[src/rtl/axil_rd_lockstep_cmp_if.sv]
// Bundle linking two lockstep AXI-lite read-path DUT output vectors to the comparator.
// Pure observation: 1-cycle registered results; nothing pushes back on either DUT.
interface axil_rd_lockstep_cmp_if #(
  parameter int S_COUNT    = 4,
  parameter int M_COUNT    = 4,
  parameter int DATA_WIDTH = 32,
  parameter int ADDR_WIDTH = 32,
  parameter int CNT_WIDTH  = 32
);
  localparam int W = S_COUNT * (4 + DATA_WIDTH) + M_COUNT * (5 + ADDR_WIDTH);

  logic [W-1:0]         a_sig;
  logic [W-1:0]         b_sig;
  logic                 enable;
  logic                 clear;
  logic                 armed;
  logic                 mismatch;
  logic [7:0]           mismatch_group;
  logic                 error;
  logic [7:0]           first_group;
  logic [CNT_WIDTH-1:0] first_cycle;
  logic [CNT_WIDTH-1:0] mismatch_count;
  logic [CNT_WIDTH-1:0] cycle_count;

  modport master (
    output a_sig, b_sig, enable, clear,
    input  armed, mismatch, mismatch_group, error, first_group, first_cycle,
           mismatch_count, cycle_count
  );

  modport slave (
    input  a_sig, b_sig, enable, clear,
    output armed, mismatch, mismatch_group, error, first_group, first_cycle,
           mismatch_count, cycle_count
  );
endinterface

[src/rtl/axil_rd_lockstep_cmp.sv]
// Lockstep comparator of two AXI-lite read-path output vectors; results registered, latency 1.
// Observes only (no backpressure); sticky first-mismatch capture and saturating counters.
module axil_rd_lockstep_cmp #(
  parameter int S_COUNT       = 4,
  parameter int M_COUNT       = 4,
  parameter int DATA_WIDTH    = 32,
  parameter int ADDR_WIDTH    = 32,
  parameter int SETTLE_CYCLES = 2,
  parameter int QUALIFY       = 1,
  parameter int CNT_WIDTH     = 32
) (
  input  logic                      clk,
  input  logic                      rst,
  axil_rd_lockstep_cmp_if.slave     cmp
);

  localparam int W  = S_COUNT * (4 + DATA_WIDTH) + M_COUNT * (5 + ADDR_WIDTH);
  localparam int O0 = 0;
  localparam int O1 = O0 + S_COUNT;
  localparam int O2 = O1 + S_COUNT;
  localparam int O3 = O2 + 2 * S_COUNT;
  localparam int O4 = O3 + S_COUNT * DATA_WIDTH;
  localparam int O5 = O4 + M_COUNT;
  localparam int O6 = O5 + M_COUNT;
  localparam int O7 = O6 + 3 * M_COUNT;
  localparam int SW = (SETTLE_CYCLES > 0) ? $clog2(SETTLE_CYCLES + 1) : 1;
  localparam logic [CNT_WIDTH-1:0] CNT_MAX = {CNT_WIDTH{1'b1}};

  logic [W-1:0] a;
  logic [W-1:0] b;
  assign a = cmp.a_sig;
  assign b = cmp.b_sig;

  // Per-lane diffs; payload lanes are masked by their qualifying valids when QUALIFY is set.
  logic [S_COUNT-1:0] rresp_lane_d;
  logic [S_COUNT-1:0] rdata_lane_d;
  logic [M_COUNT-1:0] arprot_lane_d;
  logic [M_COUNT-1:0] araddr_lane_d;

  for (genvar gi = 0; gi < S_COUNT; gi++) begin : g_s_lane
    logic q;
    assign q = (QUALIFY == 0) || (a[O1+gi] && b[O1+gi]);
    assign rresp_lane_d[gi] = q && (|(a[O2+2*gi +: 2] ^ b[O2+2*gi +: 2]));
    assign rdata_lane_d[gi] = q &&
        (|(a[O3+DATA_WIDTH*gi +: DATA_WIDTH] ^ b[O3+DATA_WIDTH*gi +: DATA_WIDTH]));
  end

  for (genvar gj = 0; gj < M_COUNT; gj++) begin : g_m_lane
    logic q;
    assign q = (QUALIFY == 0) || (a[O4+gj] && b[O4+gj]);
    assign arprot_lane_d[gj] = q && (|(a[O6+3*gj +: 3] ^ b[O6+3*gj +: 3]));
    assign araddr_lane_d[gj] = q &&
        (|(a[O7+ADDR_WIDTH*gj +: ADDR_WIDTH] ^ b[O7+ADDR_WIDTH*gj +: ADDR_WIDTH]));
  end

  logic [7:0] diff;
  always_comb begin
    diff    = '0;
    diff[0] = |(a[O0 +: S_COUNT] ^ b[O0 +: S_COUNT]);
    diff[1] = |(a[O1 +: S_COUNT] ^ b[O1 +: S_COUNT]);
    diff[2] = |rresp_lane_d;
    diff[3] = |rdata_lane_d;
    diff[4] = |(a[O4 +: M_COUNT] ^ b[O4 +: M_COUNT]);
    diff[5] = |(a[O5 +: M_COUNT] ^ b[O5 +: M_COUNT]);
    diff[6] = |arprot_lane_d;
    diff[7] = |araddr_lane_d;
  end

  logic [SW-1:0]        settle_cnt;
  logic                 armed;
  logic                 compare;
  logic                 mismatch_q;
  logic [7:0]           mgroup_q;
  logic                 error_q;
  logic [7:0]           fgroup_q;
  logic [CNT_WIDTH-1:0] fcycle_q;
  logic [CNT_WIDTH-1:0] mcount_q;
  logic [CNT_WIDTH-1:0] ccount_q;

  assign armed   = (settle_cnt == '0);
  assign compare = armed && cmp.enable;

  // clear takes effect first, so a coincident compared cycle sees the cleared state.
  logic                 err_base;
  logic [7:0]           fgroup_base;
  logic [CNT_WIDTH-1:0] fcycle_base;
  logic [CNT_WIDTH-1:0] mcount_base;
  logic [CNT_WIDTH-1:0] ccount_base;
  logic                 mismatch_n;
  logic [7:0]           mgroup_n;
  logic                 error_n;
  logic [7:0]           fgroup_n;
  logic [CNT_WIDTH-1:0] fcycle_n;
  logic [CNT_WIDTH-1:0] mcount_n;
  logic [CNT_WIDTH-1:0] ccount_n;

  always_comb begin
    err_base    = cmp.clear ? 1'b0 : error_q;
    fgroup_base = cmp.clear ? 8'h00 : fgroup_q;
    fcycle_base = cmp.clear ? '0 : fcycle_q;
    mcount_base = cmp.clear ? '0 : mcount_q;
    ccount_base = cmp.clear ? '0 : ccount_q;

    mismatch_n = 1'b0;
    mgroup_n   = 8'h00;
    error_n    = err_base;
    fgroup_n   = fgroup_base;
    fcycle_n   = fcycle_base;
    mcount_n   = mcount_base;
    ccount_n   = ccount_base;

    if (compare) begin
      mgroup_n   = diff;
      mismatch_n = |diff;
      ccount_n   = (ccount_base == CNT_MAX) ? CNT_MAX : ccount_base + 1'b1;
      if (|diff) begin
        mcount_n = (mcount_base == CNT_MAX) ? CNT_MAX : mcount_base + 1'b1;
        if (!err_base) begin
          error_n  = 1'b1;
          fgroup_n = diff;
          fcycle_n = ccount_base;
        end
      end
    end
  end

  always_ff @(posedge clk) begin
    if (rst) begin
      settle_cnt <= SW'(SETTLE_CYCLES);
      mismatch_q <= 1'b0;
      mgroup_q   <= 8'h00;
      error_q    <= 1'b0;
      fgroup_q   <= 8'h00;
      fcycle_q   <= '0;
      mcount_q   <= '0;
      ccount_q   <= '0;
    end else begin
      if (settle_cnt != '0) begin
        settle_cnt <= settle_cnt - 1'b1;
      end
      mismatch_q <= mismatch_n;
      mgroup_q   <= mgroup_n;
      error_q    <= error_n;
      fgroup_q   <= fgroup_n;
      fcycle_q   <= fcycle_n;
      mcount_q   <= mcount_n;
      ccount_q   <= ccount_n;
    end
  end

  assign cmp.armed          = armed;
  assign cmp.mismatch       = mismatch_q;
  assign cmp.mismatch_group = mgroup_q;
  assign cmp.error          = error_q;
  assign cmp.first_group    = fgroup_q;
  assign cmp.first_cycle    = fcycle_q;
  assign cmp.mismatch_count = mcount_q;
  assign cmp.cycle_count    = ccount_q;

endmodule

[src/flat_wrapper.sv]
// flat-port wrapper written by rule: the top's interface ports become plain ports
module axil_rd_lockstep_cmp_flat 
#(
  parameter int S_COUNT       = 4,
  parameter int M_COUNT       = 4,
  parameter int DATA_WIDTH    = 32,
  parameter int ADDR_WIDTH    = 32,
  parameter int SETTLE_CYCLES = 2,
  parameter int QUALIFY       = 1,
  parameter int CNT_WIDTH     = 32
)
  (clk, rst, cmp_a_sig, cmp_b_sig, cmp_enable, cmp_clear, cmp_armed, cmp_mismatch, cmp_mismatch_group, cmp_error, cmp_first_group, cmp_first_cycle, cmp_mismatch_count, cmp_cycle_count);
  axil_rd_lockstep_cmp_if #(.S_COUNT(S_COUNT), .M_COUNT(M_COUNT), .DATA_WIDTH(DATA_WIDTH), .ADDR_WIDTH(ADDR_WIDTH), .CNT_WIDTH(CNT_WIDTH)) cmp_i ();
  input  logic clk;
  input  logic rst;
  input wire logic [$bits(cmp_i.a_sig)-1:0] cmp_a_sig;
  input wire logic [$bits(cmp_i.b_sig)-1:0] cmp_b_sig;
  input wire logic [$bits(cmp_i.enable)-1:0] cmp_enable;
  input wire logic [$bits(cmp_i.clear)-1:0] cmp_clear;
  output wire logic [$bits(cmp_i.armed)-1:0] cmp_armed;
  output wire logic [$bits(cmp_i.mismatch)-1:0] cmp_mismatch;
  output wire logic [$bits(cmp_i.mismatch_group)-1:0] cmp_mismatch_group;
  output wire logic [$bits(cmp_i.error)-1:0] cmp_error;
  output wire logic [$bits(cmp_i.first_group)-1:0] cmp_first_group;
  output wire logic [$bits(cmp_i.first_cycle)-1:0] cmp_first_cycle;
  output wire logic [$bits(cmp_i.mismatch_count)-1:0] cmp_mismatch_count;
  output wire logic [$bits(cmp_i.cycle_count)-1:0] cmp_cycle_count;
  assign cmp_i.a_sig = cmp_a_sig;
  assign cmp_i.b_sig = cmp_b_sig;
  assign cmp_i.enable = cmp_enable;
  assign cmp_i.clear = cmp_clear;
  assign cmp_armed = cmp_i.armed;
  assign cmp_mismatch = cmp_i.mismatch;
  assign cmp_mismatch_group = cmp_i.mismatch_group;
  assign cmp_error = cmp_i.error;
  assign cmp_first_group = cmp_i.first_group;
  assign cmp_first_cycle = cmp_i.first_cycle;
  assign cmp_mismatch_count = cmp_i.mismatch_count;
  assign cmp_cycle_count = cmp_i.cycle_count;
  axil_rd_lockstep_cmp #(.S_COUNT(S_COUNT), .M_COUNT(M_COUNT), .DATA_WIDTH(DATA_WIDTH), .ADDR_WIDTH(ADDR_WIDTH), .SETTLE_CYCLES(SETTLE_CYCLES), .QUALIFY(QUALIFY), .CNT_WIDTH(CNT_WIDTH)) u_core (.clk(clk), .rst(rst), .cmp(cmp_i));
endmodule
[config.mk]
export PLATFORM = sky130hd
export DESIGN_NAME = axil_rd_lockstep_cmp_flat
export DESIGN_NICKNAME = d
export VERILOG_FILES = /design/src/rtl/axil_rd_lockstep_cmp_if.sv /design/src/rtl/axil_rd_lockstep_cmp.sv /design/src/flat_wrapper.sv
export SDC_FILE = /design/constraint.sdc
export NUM_CORES = 1
export LEC_CHECK = 0
export CAP_MARGIN = 40
export CELL_PAD_IN_SITES_DETAIL_PLACEMENT = 0
export CELL_PAD_IN_SITES_GLOBAL_PLACEMENT = 1
export CORE_AREA = 2 2 277 279
export CTS_BUF_LIST = sky130_fd_sc_hd__clkbuf_2
export DETAILED_ROUTE_END_ITERATION = 16
export DIE_AREA = 0 0 279 281
export GPL_ROUTABILITY_DRIVEN = 0
export PLACE_DENSITY_LB_ADDON = 0.1
export SYNTH_ARGS = -nofsm -noshare
export SYNTH_HDL_FRONTEND = slang
export SYNTH_SLANG_ARGS = --single-unit
[constraint.sdc]
create_clock -name clk -period 3.4 [get_ports clk]
set_input_delay 0.34 -clock clk [delete_from_list [all_inputs] [get_ports clk]]
set_output_delay 0.34 -clock clk [all_outputs]
set_load 0.05 [all_outputs]
== Word-level counts from Yosys, hierarchy flattened ==
Cells that the tools add are included.

* Add/sub/neg operators: 3
* Multiply operators: 0
* Div/mod/pow operators: 0
* Magnitude comparators: 0
* Eq/ne operators: 2
* Shifts and indexed selects: 0
* Muxes and demuxes: 18
* Bitwise logic cells: 21
* Reductions and logical operators: 53

{| class="wikitable"
|+ Operator list
! kind !! number
|-
| 32-bit two-way mux || 11
|-
| 32-bit OR reduction || 9
|-
| 32-bit bitwise XOR || 8
|-
| 32-bit by 1-bit adder with 32-bit output (second input constant) || 2
|-
| 32-bit == test (second input constant) || 2
|-
| 8-bit two-way mux || 4
|-
| 4-bit OR reduction || 8
|-
| 1-bit logical AND || 25
|-
| 4-bit bitwise XOR || 4
|-
| 3-bit OR reduction || 4
|-
| 3-bit bitwise XOR || 4
|-
| 2-bit OR reduction || 5
|-
| 2-bit bitwise XOR || 4
|-
| 1-bit two-way mux || 3
|-
| 2-bit zero test || 1
|-
| 2-bit nonzero test || 1
|-
| 2-bit by 1-bit subtractor with 2-bit output (second input constant) || 1
|-
| 1-bit NOT || 1
|}

* Register bits after elaboration: 116
* Bits in latches: 0
* Bits in writable memories: 0
* Memory bits (read-only): 0
* Input bits: 588
* Output and inout bits: 115
* Word-level logic and storage cells: 105
* Memories kept: 0

== Logic depth before layout (Yosys ltp) ==
Gate-level depths: netlist (run 1).

* Depth after elaboration: 7
* Gate-level depth with buffers: 13
* Gate-level depth less buffers: 10

== Worst setup path before layout (run 1) ==
No wires, ideal clock.

* Kind: input -> register
* Start point: input port cmp_clear
* End point: register u_core.mcount_q[11] (netlist: u_core.cmp.mismatch_count[11])
* Library setup time: 0.095 ns
* Arrival time: 2.916 ns
* Data required time: 3.305 ns
* Path slack: 0.388 ns
* Cell stages on the path: 12
* Buffers on the path: 3
* Cell sequence: clkbuf_1 -> clkbuf_1 -> nor2b_1 -> ha_1 -> and4b_1 -> nand4_1 -> or4_4 -> nor3_4 -> and2_1 -> buf_2 -> nor3_2 -> a221oi_1

* Longest elaborated chain between the ends: 5
* Elaborated cells between the ends (all ways): 6
* Classes of those cells: add/sub: 1; eq/ne: 1; mux: 4

{| class="wikitable"
|+ Ends and longest elaborated chain
! what !! line !! text
|-
| from (decl) || flat_wrapper.sv:19 || <nowiki>input wire logic [$bits(cmp_i.clear)-1:0] cmp_clear;</nowiki>
|-
| 32-bit two-way mux * || axil_rd_lockstep_cmp.sv:101 || <nowiki>mcount_base = cmp.clear ? '0 : mcount_q;</nowiki>
|-
| 32-bit by 1-bit adder with 32-bit output or 32-bit == test (tied branches) || axil_rd_lockstep_cmp.sv:117 || <nowiki>mcount_n = (mcount_base == CNT_MAX) ? CNT_MAX : mcount_base + 1'b1;</nowiki>
|-
| 32-bit two-way mux || axil_rd_lockstep_cmp.sv:117 ||
|-
| 32-bit two-way mux || axil_rd_lockstep_cmp.sv:116 || <nowiki>if (|diff) begin</nowiki>
|-
| 32-bit two-way mux * || axil_rd_lockstep_cmp.sv:112 || <nowiki>if (compare) begin</nowiki>
|-
| to (signal assigned) || axil_rd_lockstep_cmp.sv:146 || <nowiki>mcount_q <= mcount_n;</nowiki>
|-
| to (decl) || axil_rd_lockstep_cmp.sv:77 || <nowiki>logic [CNT_WIDTH-1:0] mcount_q;</nowiki>
|}

Mark *: on every way between the ends. The rest lies on a longest branch, timed or not.
A chain may end at the register's enable or synchronous reset.

== Final worst setup path (run 1) ==
* Start point: input port cmp_b_sig[255]
* End point: register u_core.fgroup_q[2] (netlist: u_core.cmp.first_group[2])

* Longest elaborated chain between the ends: 6

{| class="wikitable"
|+ Ends and longest elaborated chain
! what !! line !! text
|-
| from (decl) || flat_wrapper.sv:17 || <nowiki>input wire logic [$bits(cmp_i.b_sig)-1:0] cmp_b_sig;</nowiki>
|-
| 32-bit bitwise XOR || axil_rd_lockstep_cmp.sv:53 || <nowiki>(|(a[O7+ADDR_WIDTH*gj +: ADDR_WIDTH] ^ b[O7+ADDR_WIDTH*gj +: ADDR_WIDTH]));</nowiki>
|-
| 32-bit OR reduction || axil_rd_lockstep_cmp.sv:53 ||
|-
| 1-bit logical AND || axil_rd_lockstep_cmp.sv:52 || <nowiki>assign araddr_lane_d[gj] = q &&</nowiki>
|-
| 32-bit OR reduction || axil_rd_lockstep_cmp.sv:116 ||
|-
| 8-bit two-way mux || axil_rd_lockstep_cmp.sv:116 ||
|-
| 8-bit two-way mux || axil_rd_lockstep_cmp.sv:112 ||
|-
| to (signal assigned) || axil_rd_lockstep_cmp.sv:144 || <nowiki>fgroup_q <= fgroup_n;</nowiki>
|-
| to (decl) || axil_rd_lockstep_cmp.sv:75 || <nowiki>logic [7:0] fgroup_q;</nowiki>
|}

No other way between the ends.

==> results of run 1 <==
-- flip-flops by register name (all words and copies together) (netlist names) --
name / flops
u_core.settle_cnt: 2
u_core.cmp.cycle_count: 32
u_core.cmp.mismatch: 1
u_core.cmp.first_group: 8
u_core.cmp.error: 1
u_core.cmp.first_cycle: 32
u_core.cmp.mismatch_count: 32
u_core.cmp.mismatch_group: 8
-- per-layer routing --
layer  track usage [%]  up-vias  part of all wire, %
met5                 0        -                 0.15
met1             20.26     5196                   39
li1                  -     5316                    -
met4             2.812       18                  1.3
met2             33.63      482                   51
met3             6.858       91                  8.5
-- cell usage after synthesis (5+ instances only) --
| cell | instances | area (um2) |
|---|---|---|
| sky130_fd_sc_hd__nand3_1 | 52 | 260.3 |
| sky130_fd_sc_hd__o31ai_1 | 9 | 67.56 |
| sky130_fd_sc_hd__xnor2_1 | 16 | 140.1 |
| sky130_fd_sc_hd__buf_2 | 8 | 40.04 |
| sky130_fd_sc_hd__and3_1 | 13 | 81.33 |
| sky130_fd_sc_hd__and4_1 | 7 | 61.31 |
| sky130_fd_sc_hd__a21o_1 | 5 | 37.54 |
| sky130_fd_sc_hd__ha_1 | 11 | 137.6 |
| sky130_fd_sc_hd__a21oi_1 | 36 | 180.2 |
| sky130_fd_sc_hd__nor4_1 | 77 | 481.7 |
| sky130_fd_sc_hd__a31oi_1 | 11 | 68.82 |
| sky130_fd_sc_hd__o21ai_1 | 6 | 30.03 |
| sky130_fd_sc_hd__and2_1 | 13 | 81.33 |
| sky130_fd_sc_hd__inv_1 | 9 | 33.78 |
| sky130_fd_sc_hd__dfxtp_1 | 116 | 2322 |
| sky130_fd_sc_hd__nor2b_1 | 15 | 93.84 |
| sky130_fd_sc_hd__nand2_1 | 107 | 401.6 |
| sky130_fd_sc_hd__nand4_1 | 38 | 237.7 |
| sky130_fd_sc_hd__nor2_1 | 31 | 116.4 |
| sky130_fd_sc_hd__nor3_1 | 14 | 70.07 |
| sky130_fd_sc_hd__xor2_1 | 297 | 2601 |
| sky130_fd_sc_hd__clkbuf_1 | 28 | 105.1 |
| sky130_fd_sc_hd__a211oi_1 | 5 | 37.54 |
| sky130_fd_sc_hd__o21ai_0 | 40 | 200.2 |
-- worst max-delay path by stage --
stage / startpoint / slack, ns / end / cells past startpoint
floorplan: cmp_clear / 0.39 / u_core.cmp.mismatch_count[11] / 12
global placement: cmp_b_sig[255] / -0.77 / u_core.cmp.first_group[2] / 12
detailed placement: cmp_b_sig[255] / -0.74 / u_core.cmp.first_group[7] / 12
CTS: cmp_b_sig[255] / 0.07 / u_core.cmp.first_group[2] / 12
global route: cmp_b_sig[255] / 0.09 / u_core.cmp.first_group[2] / 12
finish: cmp_b_sig[255] / 0.30 / u_core.cmp.first_group[2] / 12
-- per-stage QoR --
| step | instances | setup slack [ns] | total power (uW) | instance area, um2 |
|---|---|---|---|---|
| floorplan | 1041 | 0.3884 | 2022 | 8589 |
| global placement | 2795 | -0.7657 | 3224 | 17710 |
| detailed placement | 2797 | -0.7446 | 3232 | 17730 |
| CTS | 2828 | 0.07406 | 4431 | 18030 |
| global route | 2834 | 0.08547 | 4588 | 18040 |
| finish | 2836 | 0.2962 | 4351 | 18050 |
-- layout make-up --
cell class,instances,area (um2),area share [%]
antenna,8,20.02,0.1109
clock buffer,18,90.09,0.4991
clock inverter,13,209.0,1.158
inverter,11,41.29,0.2288
multi-input combinational,875,6081,33.69
sequential,116,2322,12.87
tap,978,1224,6.780
timing repair buffer,817,8061,44.67
-- kinds of logic after synthesis --
kind of cell,after synthesis,synth area share [%]
DFF,116,27.04
adders and majority gates,11,1.602
muxes,2,0.2476
and+or+nand+nor,390,24.27
buffers and inverters,50,2.476
AOI/OAI and AO/OA,159,12.45
xor gates and xnor gates,313,31.92
-- worst max-delay path: stages --
cell and delay, ns:
sky130_fd_sc_hd__clkdlybuf4s50_1 0.41, sky130_fd_sc_hd__buf_4 0.17, sky130_fd_sc_hd__xor2_1 0.16, sky130_fd_sc_hd__nor4_1 0.56, sky130_fd_sc_hd__buf_4 0.21, sky130_fd_sc_hd__nand4_1 0.16
sky130_fd_sc_hd__o21ai_0 0.38, sky130_fd_sc_hd__nand4_1 0.29, sky130_fd_sc_hd__or3_1 0.46, sky130_fd_sc_hd__buf_12 0.19, sky130_fd_sc_hd__a21oi_4 0.25, sky130_fd_sc_hd__a22o_1 0.19
-- power by group through the flow --
stage / registers, uW / logic [uW] / clock network, uW
finish: 1430 / 1750 / 1170
global route: 1440 / 1880 / 1270
CTS: 1430 / 1780 / 1220
detailed placement: 1460 / 1770 / 0
global placement: 1460 / 1760 / 0
floorplan: 1550 / 473 / 0
==> impl_metrics.sql, run 1 <==
INSERT INTO impl_metrics (metric_group, metric, value, unit) VALUES
('yosys', 'yosysSeqAreaShare', '27.04', '%'),
('cts', 'cts.clk_slew.worst_paths', '0.21', 'ns'),
('setup_path', 'rr_worst_depth', '11', ''),
('floorplanning', 'floorplan.initialDensity', '11.39', '%'),
('floorplanning', 'die-height', '281', 'um'),
('power_and_ir_drop', 'switchingPower', '1438', 'uW'),
('cts', 'max-clock-path-buffers', '2', ''),
('sta', 'final_cycle_utilization_of_the_critical_path', '91.29', '%'),
('layout', 'layout_common_cells', '701 x sky130_fd_sc_hd__clkdlybuf4s50_1, 297 x sky130_fd_sc_hd__xor2_1, 116 x sky130_fd_sc_hd__dfxtp_1, 107 x sky130_fd_sc_hd__nand2_1, 99 x sky130_fd_sc_hd__buf_4', ''),
('sta', 'fin_hold_ws', '0.1019', 'ns'),
('cts', 'cts_tree', 'done', ''),
('sta', 'timing.setup.tns', '0', 'ns'),
('power_and_ir_drop', 'power.sequential.fraction', '32.9', '%'),
('global_routing', 'grt_overflow_total', '0', ''),
('yosys', 'synth.distinct_cells', '68', ''),
('layout', 'layout_area_overhead', '110.1', '%'),
('global_routing', 'grt_first_pass_wirelength', '97.50', 'mm'),
('layout', 'fin_util', '23.92', '%'),
('cts', 'post_cts.repair.setup_buffers', '0', ''),
('yosys', 'synthArstFlopShare', '0', '%'),
('cts', 'clkSinkCount', '116', ''),
('layout', 'fraction_of_final_layout_cells_with_drive_strength_greater_than_1', '9.243', '%'),
('routing', 'route.antenna.remaining_nets', '0', ''),
('hold_path', 'min-delay-path-class', 'primary input to register', ''),
('yosys', 'synth.avg_cell_area', '8.251', 'um2'),
('setup_path', 'reg2reg_from', 'u_core.cmp.mismatch_count[0]', ''),
('sta', 'skew', '0.04255', 'ns'),
('routing', 'drt-pass1-iter-count', '5', ''),
('routing', 'drt_drc', '0', ''),
('floorplanning', 'design.portCount', '703', ''),
('routing', 'aggregate_routed_wire_length', '73.93', 'mm'),
('floorplanning', 'design.core.area', '75440', 'um2'),
('cts', 'clock_latency_reported_for_the_late_side_of_the_worst_skew_pair', '0.78', 'ns'),
('cts', 'cts.hold.buffers_added', '0', ''),
('hold_path', 'hold_path_startpoint', 'rst', ''),
('power_and_ir_drop', 'ir_worst_vdd', '144.3', 'uV'),
('floorplanning', 'die-area', '78400', 'um2'),
('power_and_ir_drop', 'power.share.switching', '33.05', '%'),
('hold_path', 'hold-path-endpoint', 'u_core.cmp.cycle_count[31]', ''),
('hold_path', 'hold_path_depth', '2', ''),
('setup_path', 'crit_fanout', '26', ''),
('power_and_ir_drop', 'cell_internal_pwr', '2913', 'uW'),
('setup_path', 'rrSetupSlack', '0.38', 'ns'),
('placed_design', 'detailed_place_hpwl', '66.99', 'mm'),
('power_and_ir_drop', 'leakagePower', '0.006551', 'uW'),
('routing', 'routed_wire_length_per_instance', '26.07', 'um'),
('global_routing', 'grt.total_usage', '18.29', '%'),
('global_routing', 'grt_start_max_net_pins', '65', ''),
('run_status', 'outcome', 'complete, no violations', ''),
('yosys', 'synth-edff-count', '0', ''),
('routing', 'vias_per_cell', '3.915', ''),
('sta', 'setup_viol', '0', ''),
('power_and_ir_drop', 'comb_power_share', '40.3', '%'),
('yosys', 'synth_ff_type', 'sky130_fd_sc_hd__dfxtp_1', ''),
('cts', 'tritoncts_buffers', '17', ''),
('sta', 'max-slew-margin-rel', '46.59', '%'),
('layout', 'mostFrequentLayoutCell', 'sky130_fd_sc_hd__clkdlybuf4s50_1', ''),
('placed_design', 'io_buffer_count', '702', ''),
('power_and_ir_drop', 'power_density_relative_to_cell_area', '241.1', 'nW/um2'),
('setup_path', 'critPathRequiredTime', '4.08', 'ns'),
('cts', 'post_cts_resize_count', '0', ''),
('power_and_ir_drop', 'pwr-share-clk', '26.8', '%'),
('floorplanning', 'die_width', '279', 'um'),
('routing', 'via_count', '11100', ''),
('layout', 'layout.filler_cells', '8220', ''),
('cts', 'cts_root_buf', 'sky130_fd_sc_hd__clkbuf_2', ''),
('sta', 'grt_setup_unrepaired', 'false', ''),
('setup_path', 'critical_path.endpoint_type', 'register', ''),
('setup_path', 'cp.arrival', '3.79', 'ns'),
('setup_path', 'path_class', 'primary input to register', ''),
('yosys', 'synthesis.instances', '1041', '');
Note: power is estimated with default switching activity, not from simulation.
==> run 2: changes to the inputs <==
ABC_AREA = 1   (was default)
==> run 2 against run 1 <==
Global-route usage grew 0.68 points. Clock power decreased by 4%. Power up 33%. Flip-flop and latch count stayed put. Critical path type is now register to output port. Largest cell class unchanged.
==> impl_metrics.sql, run 2 <==
INSERT INTO impl_metrics (metric_group, metric, value, unit) VALUES
('sta', 'tightestPinTransition', '0.6887', 'ns'),
('cts', 'clkSinkCount', '116', ''),
('floorplanning', 'floorplan.initialDensity', '13.99', '%'),
('setup_path', 'path_class', 'register to output port', ''),
('yosys', 'synth.cells.most_frequent', '508 x sky130_fd_sc_hd__nand2_1, 272 x sky130_fd_sc_hd__nor2_1, 256 x sky130_fd_sc_hd__xnor2_1', ''),
('layout', 'mostFrequentLayoutCell', 'sky130_fd_sc_hd__clkdlybuf4s50_1', ''),
('layout', 'layout_common_cells', '701 x sky130_fd_sc_hd__clkdlybuf4s50_1, 508 x sky130_fd_sc_hd__nand2_1, 272 x sky130_fd_sc_hd__nor2_1, 256 x sky130_fd_sc_hd__xnor2_1, 192 x sky130_fd_sc_hd__inv_1', ''),
('routing', 'routed_wire_length_per_instance', '22.51', 'um'),
('setup_path', 'cp_cell_sequence', 'inv_1, ha_1, clkdlybuf4s50_1', ''),
('global_routing', 'grt_first_pass_wirelength', '103.7', 'mm'),
('sta', 'hold_viol', '0', ''),
('hold_path', 'min-delay-path-class', 'primary input to register', ''),
('cts', 'post_cts_resize_count', '0', ''),
('cts', 'clock_latency_reported_for_the_late_side_of_the_worst_skew_pair', '0.84', 'ns'),
('power_and_ir_drop', 'ir_worst_vdd', '201.7', 'uV'),
('sta', 'grt_setup_unrepaired', 'false', ''),
('routing', 'via_count', '12980', ''),
('power_and_ir_drop', 'leakagePower', '0.007217', 'uW'),
('setup_path', 'cp_num_buf_inv', '2', ''),
('routing', 'route.antenna.remaining_nets', '0', ''),
('yosys', 'post-synth-top-area-cell', 'sky130_fd_sc_hd__dfxtp_1', ''),
('placed_design', 'io_buffer_count', '702', ''),
('cts', 'max-clock-path-buffers', '2', ''),
('yosys', 'synthesis.yosys.warnings', '0', ''),
('yosys', 'synth.avg_cell_area', '6.199', 'um2'),
('yosys', 'synth-edff-count', '0', ''),
('yosys', 'synthArstFlopShare', '0', '%'),
('cts', 'cts_root_buf', 'sky130_fd_sc_hd__clkbuf_2', ''),
('cts', 'post_cts.repair.setup_buffers', '0', ''),
('sta', 'slew_viol_final', '0', ''),
('cts', 'tritoncts_buffers', '17', ''),
('sta', 'setup_viol', '0', ''),
('yosys', 'synthesis.instances', '1702', ''),
('yosys', 'synthesis.nets', '2301', ''),
('routing', 'initial_drc_count', '504', ''),
('power_and_ir_drop', 'switchingPower', '2403', 'uW'),
('layout', 'fin_nets', '3003', ''),
('power_and_ir_drop', 'power.share.switching', '41.46', '%'),
('sta', 'skew', '0.04906', 'ns'),
('run', 'maxCapViolations', '0', ''),
('cts', 'cts.hold.buffers_added', '0', ''),
('sta', 'fmaxAchievable', '0.3567', 'GHz'),
('cts', 'h_tree_depth_reported_by_cts', '4', ''),
('setup_path', 'critPathRequiredTime', '3.06', 'ns'),
('yosys', 'yosys_register_bits', '116', ''),
('layout', 'fin_util', '25.38', '%'),
('routing', 'aggregate_routed_wire_length', '76.55', 'mm'),
('power_and_ir_drop', 'comb_power_share', '52.2', '%'),
('global_routing', 'first_global_vias', '13540', ''),
('routing', 'drt_drc', '0', ''),
('yosys', 'most_common_cell_in_the_synthesized_netlist', 'sky130_fd_sc_hd__nand2_1', ''),
('yosys', 'yosysTopAreaCellShare', '22.01', '%'),
('setup_path', 'crit_fanout', '5', ''),
('sta', 'finalWorstSetupSlack', '0.5962', 'ns'),
('global_routing', 'grt_start_max_net_pins', '44', ''),
('sta', 'max-slew-margin-rel', '53.94', '%'),
('routing', 'vias_per_cell', '3.817', ''),
('sta', 'layout_min_cycle_time', '2.804', 'ns'),
('routing', 'drt-pass1-iter-count', '4', ''),
('setup_path', 'critical-path-top-delay-family', 'buffers and inverters', ''),
('floorplanning', 'die-height', '281', 'um'),
('cts', 'cts.clk_slew.worst_paths', '0.19', 'ns'),
('placed_design', 'detailed_place_hpwl', '67.21', 'mm'),
('power_and_ir_drop', 'pwr-share-clk', '19.4', '%'),
('setup_path', 'critical_path.endpoint_type', 'output port', ''),
('global_routing', 'grt_antenna_before_repair', '36', ''),
('layout', 'layout_area_overhead', '81.50', '%'),
('yosys', 'yosysSeqAreaShare', '22.01', '%'),
('yosys', 'netlist_area', '10550', 'um2'),
('yosys', 'synth.distinct_cells', '36', ''),
('power_and_ir_drop', 'power.sequential.fraction', '28.4', '%'),
('global_routing', 'grt_overflow_total', '0', ''),
('floorplanning', 'die_width', '279', 'um'),
('global_routing', 'grt.total_usage', '18.97', '%'),
('yosys', 'synth_area_leaders', 'sky130_fd_sc_hd__dfxtp_1 22%, sky130_fd_sc_hd__xnor2_1 21%, sky130_fd_sc_hd__nand2_1 18%, sky130_fd_sc_hd__nor2_1 9.7%, sky130_fd_sc_hd__inv_1 6.8%', ''),
('layout', 'fraction_of_final_layout_cells_with_drive_strength_greater_than_1', '4.594', '%'),
('sta', 'final_cycle_utilization_of_the_critical_path', '82.47', '%'),
('floorplanning', 'placementRows', '101', ''),
('setup_path', 'slowest_stage', 'sky130_fd_sc_hd__clkdlybuf4s50_1', ''),
('power_and_ir_drop', 'power_density_relative_to_cell_area', '302.6', 'nW/um2'),
('floorplanning', 'die-area', '78400', 'um2'),
('placed_design', 'placement.setup.worst_slack', '-0.03547', 'ns'),
('floorplanning', 'design.core.area', '75440', 'um2'),
('power_and_ir_drop', 'cell_internal_pwr', '3392', 'uW'),
('floorplanning', 'design.portCount', '703', ''),
('setup_path', 'worstSetupStartpointType', 'register', ''),
('run_status', 'outcome', 'complete, no violations', ''),
('cts', 'cts_tree', 'done', ''),
('setup_path', 'critical_path.max_stage_delay', '0.91', 'ns'),
('yosys', 'synth_ff_type', 'sky130_fd_sc_hd__dfxtp_1', ''),
('setup_path', 'cp.arrival', '2.46', 'ns');
## run 2: cell types whose count changed after synthesis, moves of 17 or more
cell                      delta
sky130_fd_sc_hd__nor2_1    +241
sky130_fd_sc_hd__xnor2_1   +240
sky130_fd_sc_hd__inv_1     +183
sky130_fd_sc_hd__nand4_1    +17
sky130_fd_sc_hd__nand2_1   +401
sky130_fd_sc_hd__xor2_1    -245
sky130_fd_sc_hd__nor4_1     -68
sky130_fd_sc_hd__nor2_2     +25
## run 2: final timing paths
check	from	to	slack (ns)	cells past startpoint
worst max register to register	u_core.cmp.mismatch_count[0]	u_core.cmp.mismatch_count[21]	0.67	14
worst max-delay path	u_core.settle_cnt[0]	cmp_armed	0.60	3
worst min register to register	u_core.cmp.first_group[2]	u_core.cmp.first_group[2]	0.51	2
worst min-delay path	cmp_clear	u_core.cmp.cycle_count[4]	0.18	4
## run 2: metal layers
metal  share of wire, %  track usage (%)
met3                4.9            4.190
met1                 39            20.23
met4                1.5            3.322
met5              0.069                0
met2                 55            37.94
## run 2: cells by family after synthesis
family                     synth area share (%)
and+or+nand+nor                           37.96
xor gates and xnor gates                  25.57
buffers and inverters                     9.451
DFF                                       22.01
AOI/OAI and AO/OA                         3.712
adders and majority gates                 1.304
## run 2: power groups by stage
stage                     clock, uW  combinational, uW  sequential, uW
after floorplan                   0               1050            2140
after global placement            0               3050            1680
after detailed placement          0               3060            1680
after CTS                      1180               3080            1650
after global routing           1230               3270            1670
final                          1120               3030            1650
## run 2: area by class of cell
class                   instances  area [um2]
clock buffers                  20       100.1
well taps                     978        1224
clock inverters                11       160.2
multi-input cells            1338        7237
fillers                      8467       56290
diodes                          7       17.52
flip-flops and latches        116        2322
repair buffers                731        7340
inverters                     200       750.7
## run 2: stage by stage
stage / setup TNS (ns) / std cells / hold slack (ns) / cell area (um2) / total power [uW]
floorplan: 0 / 1702 / 0.4426 / 10550 / 3194
global placement: -5.280 / 3363 / 0.4527 / 18870 / 4729
detailed placement: -0.5481 / 3363 / 0.4849 / 18870 / 4740
CTS: 0 / 3394 / 0.09132 / 19130 / 5915
global route: 0 / 3399 / 0.1374 / 19150 / 6174
finish: 0 / 3401 / 0.1775 / 19150 / 5795
## run 2: worst min-delay path, cell delays in order
cell and delay [ns]:
sky130_fd_sc_hd__buf_2 0.37, sky130_fd_sc_hd__nor2_2 0.10, sky130_fd_sc_hd__o21ai_0 0.06, sky130_fd_sc_hd__a31oi_1 0.08
==> run 3: changes to the inputs <==
clock period = 2.7 ns   (was 3.4 ns; I/O delays follow)
==> run 3 against run 2 <==
Critical path type unchanged. Design area grew 3.4%. Largest power group unchanged. Clock power increased by 13%. First-iteration DRC count rose by 8.3%. Worst setup slack lost 0.44 ns. Utilization grew 0.87 points. Flip-flop and latch count unchanged.
==> impl_metrics.sql, run 3 (synthesis results as in run 2) <==
INSERT INTO impl_metrics (metric_group, metric, value, unit) VALUES
('setup_path', 'critPathRequiredTime', '2.43', 'ns'),
('layout', 'fraction_of_final_layout_cells_with_drive_strength_greater_than_1', '7.732', '%'),
('global_routing', 'grt-busiest-layer', 'met2', ''),
('run', 'maxCapViolations', '0', ''),
('routing', 'drt_drc', '0', ''),
('cts', 'clock_latency_reported_for_the_late_side_of_the_worst_skew_pair', '0.87', 'ns'),
('routing', 'vias_per_cell', '3.813', ''),
('global_routing', 'routing_usage_on_met3', '4.780', '%'),
('sta', 'tightestPinTransition', '0.7148', 'ns'),
('global_routing', 'grt.met2_usage', '36.24', '%'),
('sta', 'fin_hold_ws', '0.3124', 'ns'),
('placed_design', 'io_buffer_count', '702', ''),
('global_routing', 'grt_antenna_before_repair', '53', ''),
('floorplanning', 'design.core.area', '75440', 'um2'),
('global_routing', 'first_global_vias', '14030', ''),
('global_routing', 'grt_overflow_total', '0', ''),
('setup_path', 'critical_path.endpoint_type', 'output port', ''),
('setup_path', 'slowest_stage', 'sky130_fd_sc_hd__clkdlybuf4s50_1', ''),
('placed_design', 'placed_area', '19500', 'um2'),
('floorplanning', 'floorplan.initialDensity', '13.99', '%'),
('sta', 'fmaxAchievable', '0.3936', 'GHz'),
('routing', 'aggregate_routed_wire_length', '76.62', 'mm'),
('placed_design', 'placement.setup.worst_slack', '-0.5058', 'ns'),
('hold_path', 'min-delay-path-class', 'primary input to register', ''),
('cts', 'cts_root_buf', 'sky130_fd_sc_hd__clkbuf_2', ''),
('power_and_ir_drop', 'leakagePower', '0.007594', 'uW'),
('sta', 'slew_viol_final', '0', ''),
('floorplanning', 'die-height', '281', 'um'),
('sta', 'hold_viol', '0', ''),
('cts', 'cts_tree', 'done', ''),
('sta', 'finalWorstSetupSlack', '0.1591', 'ns'),
('cts', 'post_cts.repair.setup_buffers', '0', ''),
('sta', 'grt_setup_unrepaired', 'false', ''),
('sta', 'setup_viol', '0', ''),
('sta', 'skew', '0.04509', 'ns'),
('placed_design', 'detailed_place_hpwl', '67.63', 'mm'),
('layout', 'layout_area_overhead', '87.75', '%'),
('layout', 'layout_common_cells', '699 x sky130_fd_sc_hd__clkdlybuf4s50_1, 507 x sky130_fd_sc_hd__nand2_1, 272 x sky130_fd_sc_hd__nor2_1, 256 x sky130_fd_sc_hd__xnor2_1, 192 x sky130_fd_sc_hd__inv_1', ''),
('floorplanning', 'die-area', '78400', 'um2'),
('run_status', 'outcome', 'complete, no violations', ''),
('setup_path', 'cp_num_buf_inv', '1', ''),
('cts', 'clkSinkCount', '116', ''),
('sta', 'final_cycle_utilization_of_the_critical_path', '94.11', '%'),
('global_routing', 'grt_first_pass_wirelength', '103.9', 'mm'),
('floorplanning', 'die_width', '279', 'um'),
('setup_path', 'worstSetupStartpointType', 'register', ''),
('power_and_ir_drop', 'ir_worst_vdd', '227.7', 'uV'),
('setup_path', 'cp.arrival', '2.27', 'ns'),
('cts', 'cts.clk_slew.worst_paths', '0.23', 'ns'),
('layout', 'multiInputGateArea', '7248', 'um2'),
('setup_path', 'critical-path-top-delay-family', 'buffers and inverters', ''),
('layout', 'layout.cell_area.non_filler', '19810', 'um2'),
('cts', 'tritoncts_buffers', '17', ''),
('floorplanning', 'design.portCount', '703', ''),
('routing', 'initial_drc_count', '546', ''),
('layout', 'area_taken_by_flip_flops_and_latches', '2323', 'um2'),
('floorplanning', 'placementRows', '101', ''),
('routing', 'drt-pass1-iter-count', '7', ''),
('cts', 'max-clock-path-buffers', '2', ''),
('power_and_ir_drop', 'power_density_relative_to_cell_area', '364.3', 'nW/um2'),
('global_routing', 'grt_met1_use', '20.17', '%'),
('power_and_ir_drop', 'total_power', '7217', 'uW'),
('global_routing', 'grt.total_usage', '19.08', '%'),
('routing', 'via_count', '13340', ''),
('layout', 'layout.filler_cells', '8351', ''),
('layout', 'mostFrequentLayoutCell', 'sky130_fd_sc_hd__clkdlybuf4s50_1', ''),
('sta', 'layout_min_cycle_time', '2.541', 'ns'),
('layout', 'fin_nets', '3082', ''),
('setup_path', 'crit_fanout', '5', ''),
('cts', 'h_tree_depth_reported_by_cts', '4', ''),
('setup_path', 'critical_path.max_stage_delay', '0.86', 'ns'),
('setup_path', 'path_class', 'register to output port', ''),
('routing', 'route.antenna.remaining_nets', '0', ''),
('global_routing', 'grt_start_max_net_pins', '46', ''),
('setup_path', 'cp_cell_sequence', 'clkdlybuf4s50_1', ''),
('sta', 'max-slew-margin-rel', '52.20', '%'),
('routing', 'routed_wire_length_per_instance', '21.90', 'um');
## run 3: cell types whose count changed in the layout (fill, tap and decap cells not counted), sizes merged, moves of 2 or more
cell,before,now
buf,30,108
clkdlybuf4s50,701,699
bufinv,4,2
diode,7,25
clkinvlp,1,5
clkbuf,20,18
## run 3: where the power goes
group          total, uW  internal, uW  switching [uW]
Clock               1260           419             839
Combinational       3890          1820            2070
Sequential          2070          1910             159
Total               7220          4150            3070
## run 3: area by class of cell
type	count	area share [%]
Clock buffer	18	0.4547
Clock inverter	14	0.6948
Timing Repair Buffer	810	40.25
Multi-Input combinational cell	1338	36.59
Tap cell	978	6.177
Antenna cell	25	0.3158
Sequential cell	116	11.73
Inverter	200	3.790
## run 3: repair_timing
action | 4_1_cts | 5_1_grt
endpoints found under the hold margin | 1 | 0
setup endpoints to repair | 1 | 23
gates resized for setup | 1 | 5
hold buffers | 1 | 0
## run 3: final timing paths
kind,from,end,slack (ns),cells after the start
hold reg to reg,u_core.settle_cnt[1],u_core.settle_cnt[1],0.49,2
setup / recovery,u_core.cmp.mismatch_count[8],cmp_mismatch_count[8],0.16,1
setup reg to reg,u_core.cmp.mismatch_count[0],u_core.cmp.mismatch_count[27],0.29,14
hold / removal,rst,u_core.cmp.mismatch_group[4],0.31,4
## run 3: per-stage QoR
step	TNS [ns]	cells	util (%)
floorplan	0	1702	-
global placement	-30.44	3441	25.84
detailed placement	-34.16	3441	25.84
CTS	0	3474	26.16
global route	0	3495	26.25
finish	0	3499	26.26
## run 3: metal layers
layer / share of wire (%) / up-vias / routed length (um)
met5: 0.093 / - / 71
li1: - / 6809 / -
met1: 38 / 5977 / 29210
met4: 2.7 / 10 / 2038
met2: 53 / 440 / 40890
met3: 5.8 / 104 / 4409
